## src/rtl/tt_ternary_pkg.sv

```systemverilog
// Shared types and sizing for the tiny ternary accelerator host transmitter.
// Bus widths here must match the accelerator top's ui_in/uio_in/uo_out.
package tt_ternary_pkg;

    localparam int IN_LEN  = 16;
    localparam int OUT_LEN = 8;
    localparam int WORD_W  = 16;
    localparam int RES_W   = 8;
    localparam int RES_LAT = 2;

    localparam logic [WORD_W-1:0] HDR_WORD = 16'h0001;

    // Each ternary weight is a 2-bit code, packed WORD_W bits per bus word.
    function automatic int calc_wwords(input int in_len, input int out_len, input int word_w);
        return (2 * in_len * out_len) / word_w;
    endfunction

    localparam int N_WWORDS = calc_wwords(IN_LEN, OUT_LEN, WORD_W);
    localparam int WADDR_W  = $clog2(N_WWORDS);

    typedef enum logic [2:0] {
        ST_FILL,
        ST_ARST,
        ST_HDR,
        ST_LOAD,
        ST_RUN,
        ST_DRAIN
    } state_t;

endpackage

```

## src/rtl/tt_ternary_wbuf.sv

```systemverilog
// Weight buffer: holds one full weight matrix so LOAD can stream it without stalls.
// Contents are never cleared; only the write pointer is reset.
module tt_ternary_wbuf
    import tt_ternary_pkg::*;
(
    input  logic               clk,
    input  logic               rst_n,
    input  logic               clr,
    input  logic               wr_en,
    input  logic [WORD_W-1:0]  wr_data,
    input  logic [WADDR_W-1:0] rd_addr,
    output logic [WORD_W-1:0]  rd_data,
    output logic [WADDR_W:0]   fill,
    output logic               full
);

    logic [WORD_W-1:0] mem [N_WWORDS];

    assign full    = (fill == (WADDR_W+1)'(N_WWORDS));
    assign rd_data = mem[rd_addr];

    always_ff @(posedge clk or negedge rst_n) begin
        if (!rst_n) begin
            fill <= '0;
        end else if (clr) begin
            fill <= '0;
        end else if (wr_en && !full) begin
            fill <= fill + (WADDR_W+1)'(1);
        end
    end

    always_ff @(posedge clk) begin
        if (wr_en && !full) begin
            mem[fill[WADDR_W-1:0]] <= wr_data;
        end
    end

endmodule

```

## src/rtl/tt_ternary_host_tx.sv

```systemverilog
// Host-side transmitter: buffers weights, resets the accelerator, sends header + weights,
// then streams activations and returns tagged results from the accelerator output.
module tt_ternary_host_tx
    import tt_ternary_pkg::*;
(
    input  logic              clk,
    input  logic              rst_n,
    input  logic              w_valid,
    output logic              w_ready,
    input  logic [WORD_W-1:0] w_data,
    input  logic              vec_valid,
    output logic              vec_ready,
    input  logic [WORD_W-1:0] vec_data,
    input  logic              reload,
    output logic [WORD_W-1:0] bus_out,
    output logic              acc_rst_n,
    input  logic [RES_W-1:0]  bus_in,
    output logic              res_valid,
    output logic [RES_W-1:0]  res_data,
    output logic              busy
);

    localparam int IDX_W = WADDR_W + 1;

    state_t             state;
    state_t             state_nxt;
    logic [IDX_W-1:0]   load_idx;
    logic [IDX_W-1:0]   load_idx_nxt;
    logic [WORD_W-1:0]  bus_nxt;
    logic [RES_LAT:0]   tag_sr;
    logic [IDX_W-1:0]   fill;
    logic [WORD_W-1:0]  rd_data;
    logic               full;
    logic               wr_en;
    logic               vec_acc;
    logic               fill_clr;

    // acc_rst_n is low only in reset and ARST, so it also keeps w_ready low until the first clock.
    assign w_ready   = (state == ST_FILL) && !full && acc_rst_n;
    assign wr_en     = w_valid && w_ready;
    assign vec_ready = (state == ST_RUN) && !reload;
    assign vec_acc   = vec_valid && vec_ready;
    assign busy      = (state != ST_FILL);
    assign fill_clr  = (state == ST_DRAIN) && (state_nxt == ST_FILL);

    tt_ternary_wbuf u_wbuf (
        .clk     (clk),
        .rst_n   (rst_n),
        .clr     (fill_clr),
        .wr_en   (wr_en),
        .wr_data (w_data),
        .rd_addr (load_idx[WADDR_W-1:0]),
        .rd_data (rd_data),
        .fill    (fill),
        .full    (full)
    );

    // bus_nxt is the word shown on the bus in the cycle after this edge.
    always_comb begin
        state_nxt    = state;
        load_idx_nxt = load_idx;
        bus_nxt      = '0;
        unique case (state)
            ST_FILL: begin
                if (wr_en && fill == IDX_W'(N_WWORDS - 1)) state_nxt = ST_ARST;
            end
            ST_ARST: begin
                state_nxt = ST_HDR;
                bus_nxt   = HDR_WORD;
            end
            ST_HDR: begin
                state_nxt    = ST_LOAD;
                bus_nxt      = rd_data;
                load_idx_nxt = IDX_W'(1);
            end
            ST_LOAD: begin
                if (load_idx == IDX_W'(N_WWORDS)) begin
                    state_nxt    = ST_RUN;
                    load_idx_nxt = '0;
                end else begin
                    bus_nxt      = rd_data;
                    load_idx_nxt = load_idx + IDX_W'(1);
                end
            end
            ST_RUN: begin
                if (reload)       state_nxt = ST_DRAIN;
                else if (vec_acc) bus_nxt   = vec_data;
            end
            ST_DRAIN: begin
                // The oldest tag is consumed at this edge; leave once nothing younger remains.
                if (tag_sr[RES_LAT-1:0] == '0) state_nxt = ST_FILL;
            end
            default: begin
                state_nxt    = ST_FILL;
                load_idx_nxt = '0;
            end
        endcase
    end

    always_ff @(posedge clk or negedge rst_n) begin
        if (!rst_n) begin
            state     <= ST_FILL;
            load_idx  <= '0;
            bus_out   <= '0;
            acc_rst_n <= 1'b0;
            tag_sr    <= '0;
            res_valid <= 1'b0;
            res_data  <= '0;
        end else begin
            state     <= state_nxt;
            load_idx  <= load_idx_nxt;
            bus_out   <= bus_nxt;
            acc_rst_n <= (state_nxt != ST_ARST);
            tag_sr    <= {tag_sr[RES_LAT-1:0], vec_acc};
            res_valid <= tag_sr[RES_LAT];
            if (tag_sr[RES_LAT]) res_data <= bus_in;
        end
    end

endmodule

```

## config.mk

```make
export PLATFORM = sky130hd
export DESIGN_NAME = tt_ternary_host_tx
export DESIGN_NICKNAME = d
export VERILOG_FILES = /design/src/rtl/tt_ternary_pkg.sv /design/src/rtl/tt_ternary_wbuf.sv /design/src/rtl/tt_ternary_host_tx.sv
export SDC_FILE = /design/constraint.sdc
export NUM_CORES = 1
export LEC_CHECK = 0
export ABC_AREA = 1
export BUFFER_PORTS_ARGS = -buffer_cell sky130_fd_sc_hd__buf_4
export CAP_MARGIN = 20
export CORE_ASPECT_RATIO = 1.4
export CORE_MARGIN = 1.5
export CORE_UTILIZATION = 55
export CTS_CLUSTER_DIAMETER = 60
export DETAILED_ROUTE_END_ITERATION = 10
export GPL_TIMING_DRIVEN = 0
export PLACE_DENSITY = 0.76
export SETUP_SLACK_MARGIN = 0.3
export SLEW_MARGIN = 10
export SYNTH_ARGS = -nofsm -noshare
export SYNTH_HDL_FRONTEND = slang
export SYNTH_SLANG_ARGS = --single-unit
```

## constraint.sdc

```tcl
create_clock -name clk -period 2.7 [get_ports clk]
set_clock_uncertainty 0.1 [all_clocks]
set_input_delay 0.135 -clock clk [delete_from_list [all_inputs] [get_ports clk]]
set_output_delay 0.135 -clock clk [all_outputs]
set_load 0.05 [all_outputs]
```

==> impl_results.md, run 1 <==
- Final setup viols: 0
- RSZ-0062 raised after global routing: yes
- CTS root buffer: clkbuf_16
- Final net count: 1524
- Max-slew headroom: 54.7%
- CP max stage cell: dfrtp_1
- Worst path top cell family by delay: buffers and inverters
- Crit end category: flop
- Worst slew pin tran: 0.679 ns
- Worst EP required: 3.02 ns
- Initial antenna violation count: 0
- Final GP Congestion: 0.937
- Sw Ratio: 38.8%
- Reg clk slew, reported paths: 0.07 ns
- Cells after Synth: 1296
- Origin of the critical flop-to-flop path: load_idx[1]
- GRT Util Overall: 28.7%
- Ys Warns: 0
- Synth cell types: 35
- Ant. Diodes: 0
- Port Buf Inserts: 73
- Clock buffer count from CTS: 27
- Cell Area, Synth: 0.0130 mm²
- CP max stage delay: 0.46 ns
- R2R Path End: bus_out[1]
- Int Pwr: 8.83 mW
- Worst-case clock buffer depth: 3
- Die Area: 0.0246 mm²
- Pre-CTS setup slack: -0.0544 ns
- Fill cells: 1629
- H-tree Lvls: 1
- Die Span X: 133 µm
- Largest net degree at the start of global routing: 43
- Sink Count: 298
- Sequential share of power: 38.1%
- # IOs: 74
- WS Path Type: reg2reg
- Bufs and invs on worst path: 4
- Power Density: 909 mW/mm²
- Crit path cell chain: inv_1 > clkbuf_4 > buf_4 > ha_1 > nand3_1 > nand2_2 > nand2_4 > buf_6 > o21ai_1 > nand2_1
- Share of cells above drive strength 1: 14.4%
- Initial DRC Count: 1157
- R2R depth: 10
- Crit-path max FO: 10
- Arrival @ worst endpoint: 2.65 ns
- Comb power frac: 36.9%
- Clk Latency, worst-skew pair: 0.54 ns
- Vias per cell: 5.34
- Area Growth Syn to Fin: 21.7%
- Drt first pass iters: 5
- Final Hold Vio Count: 0
- Reg2Reg Setup Slack: 0.37 ns
- Clock network power share: 25.0%
- Total of max-cap violations: 0
- Hold Crit Class: in2async
- Synth Net Count: 1348
- Vias in the first global route: 9636
- VDD IR-drop max: 0.590 mV
- Max Freq: 0.429 GHz
- Post-Route WL: 34700 µm
- Mapped Avg Cell Area: 10.0 µm²
- Status: completed
- Yosys reg bits: 298
- Pwr Total: 14.4 mW
- First-pass GRT wire length: 52600 µm
- Total gr overflow: 0
- CTS tree: built
- Crit path time final: 2.33 ns
- Final ANT Viol Nets: 0
- Row Count: 66
- Startpoint Class: flop
- WL/cell: 19.3 µm
- PnR worst setup slack: 0.371 ns
- DRC Markers: 0
- Starting Density: 56.1%
- DPL Wire Length: 21700 µm
- Pleak: 7.25 nW
- Fin crit share: 86.2%
- Seq/Total Area, Yosys: 67.1%
- Die height: 185 µm
- Slew Limit Fails: 0
- Area of the core: 0.0232 mm²
- NetSw: 5.59 mW
- Vias: 9579
layer usage:
| layer | vias to the layer above | GRT usage [%] | share of wire (%) |
|---|---|---|---|
| li1 | 4438 | - | - |
| met1 | 4443 | 35.0 | 36 |
| met2 | 579 | 49.3 | 48 |
| met3 | 119 | 3.26 | 9.2 |
| met4 | 0 | 17.5 | 6.6 |
| met5 | - | 0 | 0 |
flip-flops by register name, summed over array words and instances, names as in the netlist:
register     cells
acc_rst_n        1
bus_out         16
load_idx         5
res_data         8
res_valid        1
state            3
tag_sr           3
u_wbuf.fill      5
u_wbuf.mem     256
worst register-to-register path: stages (launching register included):
cell	delay [ns]
dfrtp_1	0.46
inv_1	0.15
clkbuf_4	0.26
buf_4	0.23
ha_1	0.19
nand3_1	0.15
nand2_2	0.17
nand2_4	0.09
buf_6	0.16
o21ai_1	0.16
nand2_1	0.09
metrics by stage:
stage          instance area (µm²)  util, %  hold slack (ns)  instances  setup TNS (ns)
2_1_floorplan                13200        -           -0.261       1296               0
3_3_place_gp                 14100     61.0           0.0429       1675         -0.0407
3_5_place_dp                 14100     61.0           0.0487       1675           -2.29
4_1_cts                      15800     68.1           0.0289       1791               0
5_1_grt                      15900     68.3           0.0948       1795               0
6_report                     15900     68.3           0.0235       1795               0
synth_stat cells (all sizes together):
library cell / instances / area share, %
clkbuf: 6 / 0.17
mux2: 8 / 0.69
nor2: 14 / 0.56
a31oi: 1 / 0.048
dfrtp: 42 / 8.1
nand2: 498 / 15
xor2: 4 / 0.27
o221ai: 1 / 0.067
a21oi: 2 / 0.16
nand3: 126 / 4.9
inv: 241 / 6.9
clkinv: 1 / 0.029
edfxtp: 256 / 59
o21ai: 20 / 0.77
o22ai: 1 / 0.048
or2: 1 / 0.048
nand4: 4 / 0.19
o211ai: 1 / 0.058
nor3b: 1 / 0.14
ha: 7 / 0.67
buf: 46 / 1.8
nor3: 15 / 0.74
worst max path at each step:
stage | from | to | slack [ns] | cells past startpoint
after floorplan | u_wbuf.fill[0] | u_wbuf.mem[10][0] | 0.16 | 8
after global placement | u_wbuf.fill[0] | u_wbuf.mem[12][6] | -0.003 | 8
after detailed placement | u_wbuf.fill[0] | u_wbuf.mem[10][6] | -0.05 | 8
after CTS | load_idx[1] | bus_out[1] | 0.33 | 10
after global routing | load_idx[1] | bus_out[1] | 0.30 | 10
final | load_idx[1] | bus_out[1] | 0.37 | 10
cell families (layout without fill, tap and decap cells):
logic type               after synthesis  after routing  share of synthesized area [%]
adder cells (fa/ha/maj)                7              7                          0.672
AO/OA/AOI/OAI                         26             26                           1.15
multiplexers                           8              8                          0.692
AND/OR/NAND/NOR                      659            659                           21.2
XOR/XNOR                               4              4                          0.269
flip-flops                           298            298                           67.1
buffers and inverters                294            487                           8.95
power groups by stage:
stage / sequential, mW / combinational (mW) / clock [mW]
after detailed placement: 5.56 / 5.01 / 0
after CTS: 5.46 / 5.15 / 3.59
final: 5.48 / 5.32 / 3.61
after global routing: 5.50 / 5.72 / 3.80
after floorplan: 5.95 / 2.97 / 0
after global placement: 5.55 / 4.91 / 0
repair_timing:
action                                  CTS  global route
buffers inserted                         17             4
pin swaps                                15             2
hold buffers                             53             0
resized for setup                         1             6
hold endpoints to repair                329             0
endpoints found under the setup margin  257           207
cells in the final DEF (no fill, tap or decap), drive strengths merged:
cell type    count
dlygate4sd3     53
o221ai           1
nor2            14
nor3b            1
bufinv           1
nor3            15
xor2             4
o21ai           20
o211ai           1
or2              1
o22ai            1
mux2             8
nand4            4
a31oi            1
nand2          498
nand3          126
ha               7
a21oi            2
clkbuf          45
clkinv           8
dfrtp           42
clkinvlp         1
edfxtp         256
inv            241
buf            138
layout make-up:
cell class / instances / area [µm²] / area share [%]
multi-input combinational: 704 / 3300 / 20.8
timing repair buffer: 147 / 1440 / 9.06
clock inverter: 9 / 68.8 / 0.434
inverter: 242 / 916 / 5.78
buffer: 52 / 280 / 1.77
tap: 306 / 383 / 2.41
sequential: 298 / 8740 / 55.1
clock buffer: 37 / 733 / 4.62
(Power assumes the default switching activity.)
==> run 2, diff against run 1 <==
--- a/config.mk
+++ b/config.mk
@@ -5,16 +5,15 @@
 export SDC_FILE = /design/constraint.sdc
 export NUM_CORES = 1
 export LEC_CHECK = 0
-export ABC_AREA = 1
 export BUFFER_PORTS_ARGS = -buffer_cell sky130_fd_sc_hd__buf_4
 export CAP_MARGIN = 20
-export CORE_ASPECT_RATIO = 1.4
+export CORE_ASPECT_RATIO = 1.5
 export CORE_MARGIN = 1.5
-export CORE_UTILIZATION = 55
+export CORE_UTILIZATION = 54
 export CTS_CLUSTER_DIAMETER = 60
 export DETAILED_ROUTE_END_ITERATION = 10
 export GPL_TIMING_DRIVEN = 0
-export PLACE_DENSITY = 0.76
+export PLACE_DENSITY = 0.75
 export SETUP_SLACK_MARGIN = 0.3
 export SLEW_MARGIN = 10
 export SYNTH_ARGS = -nofsm -noshare
==> run 2 against run 1 <==
Against the previous run: clock-buffer cell count shrank 7; sequential share of layout area increased by 6.0 points; final cell count shrank 41%; via count fell by 33%; clock power up 6.1%; combinational power fell by 21%; synthesized cell count fell by 54%; setup slack worse by 0.020 ns; die area decreased by 9.0%; maximum frequency is 0.87% lower; design area shrank 9.8%; critical path type unchanged; largest cell class unchanged.
==> impl_results.md, run 2 <==
- Initial antenna violation count: 0
- Share of cells above drive strength 1: 32.4%
- Multi-input logic area: 0.00279 mm²
- FF/Latch Area: 0.00874 mm²
- R2R Path End: bus_out[7]
- Yosys top cell by area: edfxtp_1
- Most common cell after layout, fill and taps aside: edfxtp_1
- Vias in the first global route: 6855
- Post-layout util: 67.9%
- Final net count: 822
- Reg2Reg Setup Slack: 0.35 ns
- WL/cell: 25.7 µm
- Pleak: 5.06 nW
- Area of the core: 0.0211 mm²
- GRT Util Overall: 24.9%
- Largest family of logic cells by synthesized area: multiplexers
- Commonest cells after routing, fill and taps aside: edfxtp_1 (256), buf_4 (86), nand2_1 (85), mux4_2 (64), dlygate4sd3_1 (43)
- Post-synthesis simple-gate area fraction: 5.54%
- Worst Setup EP: bus_out[7]
- Ys async rst share: 14.1%
- Synth cell types: 44
- Worst-case clock buffer depth: 3
- Power Density: 933 mW/mm²
- Arrival @ worst endpoint: 2.64 ns
- Final GP Congestion: 0.820
- Crit end category: flop
- Reg clk slew, reported paths: 0.07 ns
- Post-Synth Adder-Cell Area: 0.754%
- VDD IR-drop max: 0.580 mV
- Area Growth Syn to Fin: 23.2%
- Drt first pass iters: 5
- Mapped Avg Cell Area: 19.3 µm²
- Crit-path max FO: 10
- Worst EP required: 2.99 ns
- Mux cell area share after synthesis: 13.4%
- Port Buf Inserts: 73
- Die height: 183 µm
- Startpoint Class: flop
- H-tree Lvls: 1
- Hold_ws: 0.0356 ns
- Pre-CTS setup slack: -0.573 ns
- Clk Latency, worst-skew pair: 0.53 ns
- Ant. Diodes: 0
- Largest net degree at the start of global routing: 43
- Final setup viols: 0
- Most instantiated library cell after synthesis: edfxtp_1
- Final Hold Vio Count: 0
- Starting Density: 55.1%
- Post-synth top area share: 66.2%
- Worst slew pin tran: 0.883 ns
- CTS root buffer: clkbuf_16
- Post-Route WL: 27100 µm
- Vias: 6394
- Number of flops mapped to enable cells by yosys: 256
- Row Count: 65
- Max reg flops: 256
- Origin of the critical flop-to-flop path: load_idx[0]
- Synth Net Count: 654
- Top_reg_cell synth: edfxtp_1
- Final ANT Viol Nets: 0
- # IOs: 74
- Pwr Total: 13.4 mW
- CTS tree: built
- Final non-filler cell total: 1057
- R2R depth: 10
- Die Area: 0.0224 mm²
- Dpl cell area: 0.0127 mm²
- Design area: 0.0143 mm²
- Status: completed
- RSZ-0062 raised after global routing: no
- Total of max-cap violations: 0
- PnR worst setup slack: 0.351 ns
- Max-slew headroom: 41.2%
- Yosys reg bits: 298
- Vias per cell: 6.05
- Fill cells: 1304
- Fin crit share: 87.0%
- Synth Area in XOR/XNOR: 0.302%
- Ys Warns: 0
- Clock buffer count from CTS: 26
- Top post-synthesis cells by area: edfxtp_1 (66%), mux4_2 (12%), dfrtp_1 (9.0%), nand2_1 (2.8%), a221o_1 (1.3%)
- Initial DRC Count: 541
- Sink Count: 298
- First-pass GRT wire length: 40400 µm
- Max Freq: 0.426 GHz
- Seq/Total Area, Yosys: 75.2%
- Slew Limit Fails: 0
- Hold Crit Class: in2async
- DPL Wire Length: 16500 µm
- DRC Markers: 0
- Synth Area in Compound Gates: 2.85%
- Top post-synthesis cells by count: edfxtp_1 (256), nand2_1 (87), mux4_2 (64), dfrtp_1 (42)
- Worst setup path start: load_idx[0]
- Cells after DPL: 948
- Cell Area, Synth: 0.0116 mm²
- Cells after Synth: 602
- Die Span X: 123 µm
- Setup TNS Final: 0 ns
- WS Path Type: reg2reg
- Crit path time final: 2.35 ns
- Total gr overflow: 0
-- run 2: worst max-delay path, cell delays in order (launching register included) --
cell	delay, ns
dfrtp_1	0.42
buf_6	0.15
buf_12	0.15
buf_12	0.13
inv_1	0.07
ha_1	0.14
and4bb_2	0.24
and2_2	0.22
nor3_4	0.07
buf_6	0.15
a221o_1	0.37
-- run 2: worst min-delay path by stage --
| stage | to | slack (ns) |
|---|---|---|
| after floorplan | acc_rst_n | -0.26 |
| after global placement | u_wbuf.fill[0] | 0.06 |
| after detailed placement | u_wbuf.fill[4] | 0.08 |
| after CTS | bus_out[0] | 0.06 |
| after global routing | u_wbuf.fill[4] | 0.11 |
| final | u_wbuf.fill[4] | 0.04 |
-- run 2: cells by family (layout without fill, tap and decap cells) --
kind of cell | Yosys count | after routing
AO/OA/AOI/OAI | 44 | 44
XOR/XNOR | 4 | 4
adder cells (fa/ha/maj) | 7 | 7
buffers and inverters | 39 | 226
flip-flops | 298 | 298
multiplexers | 74 | 74
AND/OR/NAND/NOR | 136 | 136
-- run 2: final cells by class --
class                           count  share of cell area [%]
Clock inverter                     17                    1.30
Buffer                             32                    1.57
Multi-Input combinational cell    265                    19.5
Timing Repair Buffer              140                    9.17
Clock buffer                       30                    4.80
Tap cell                          268                    2.34
Sequential cell                   298                    61.1
Inverter                            7                   0.201
-- run 2: what timing repair did --
item / in CTS / in global routing
pin swaps: 9 / 4
gates resized for setup: 21 / 13
buffers inserted: 15 / 4
endpoints found under the setup margin: 269 / 190
hold buffers: 43 / 0
endpoints found under the hold margin: 324 / 0
-- run 2: per-layer routing --
layer,GRT usage [%],vias to the layer above,wire [µm]
met5,0,-,0
met4,11.6,0,1210
met3,3.50,72,1780
met2,43.9,304,14500
met1,30.1,3293,9670
li1,-,2725,-
-- run 2: where the power goes --
part	leakage [nW]	switching [mW]	total (mW)	internal (mW)
clock	0.427	1.63	3.83	2.20
combinational	1.81	2.39	4.18	1.79
sequential	2.82	0.132	5.35	5.22
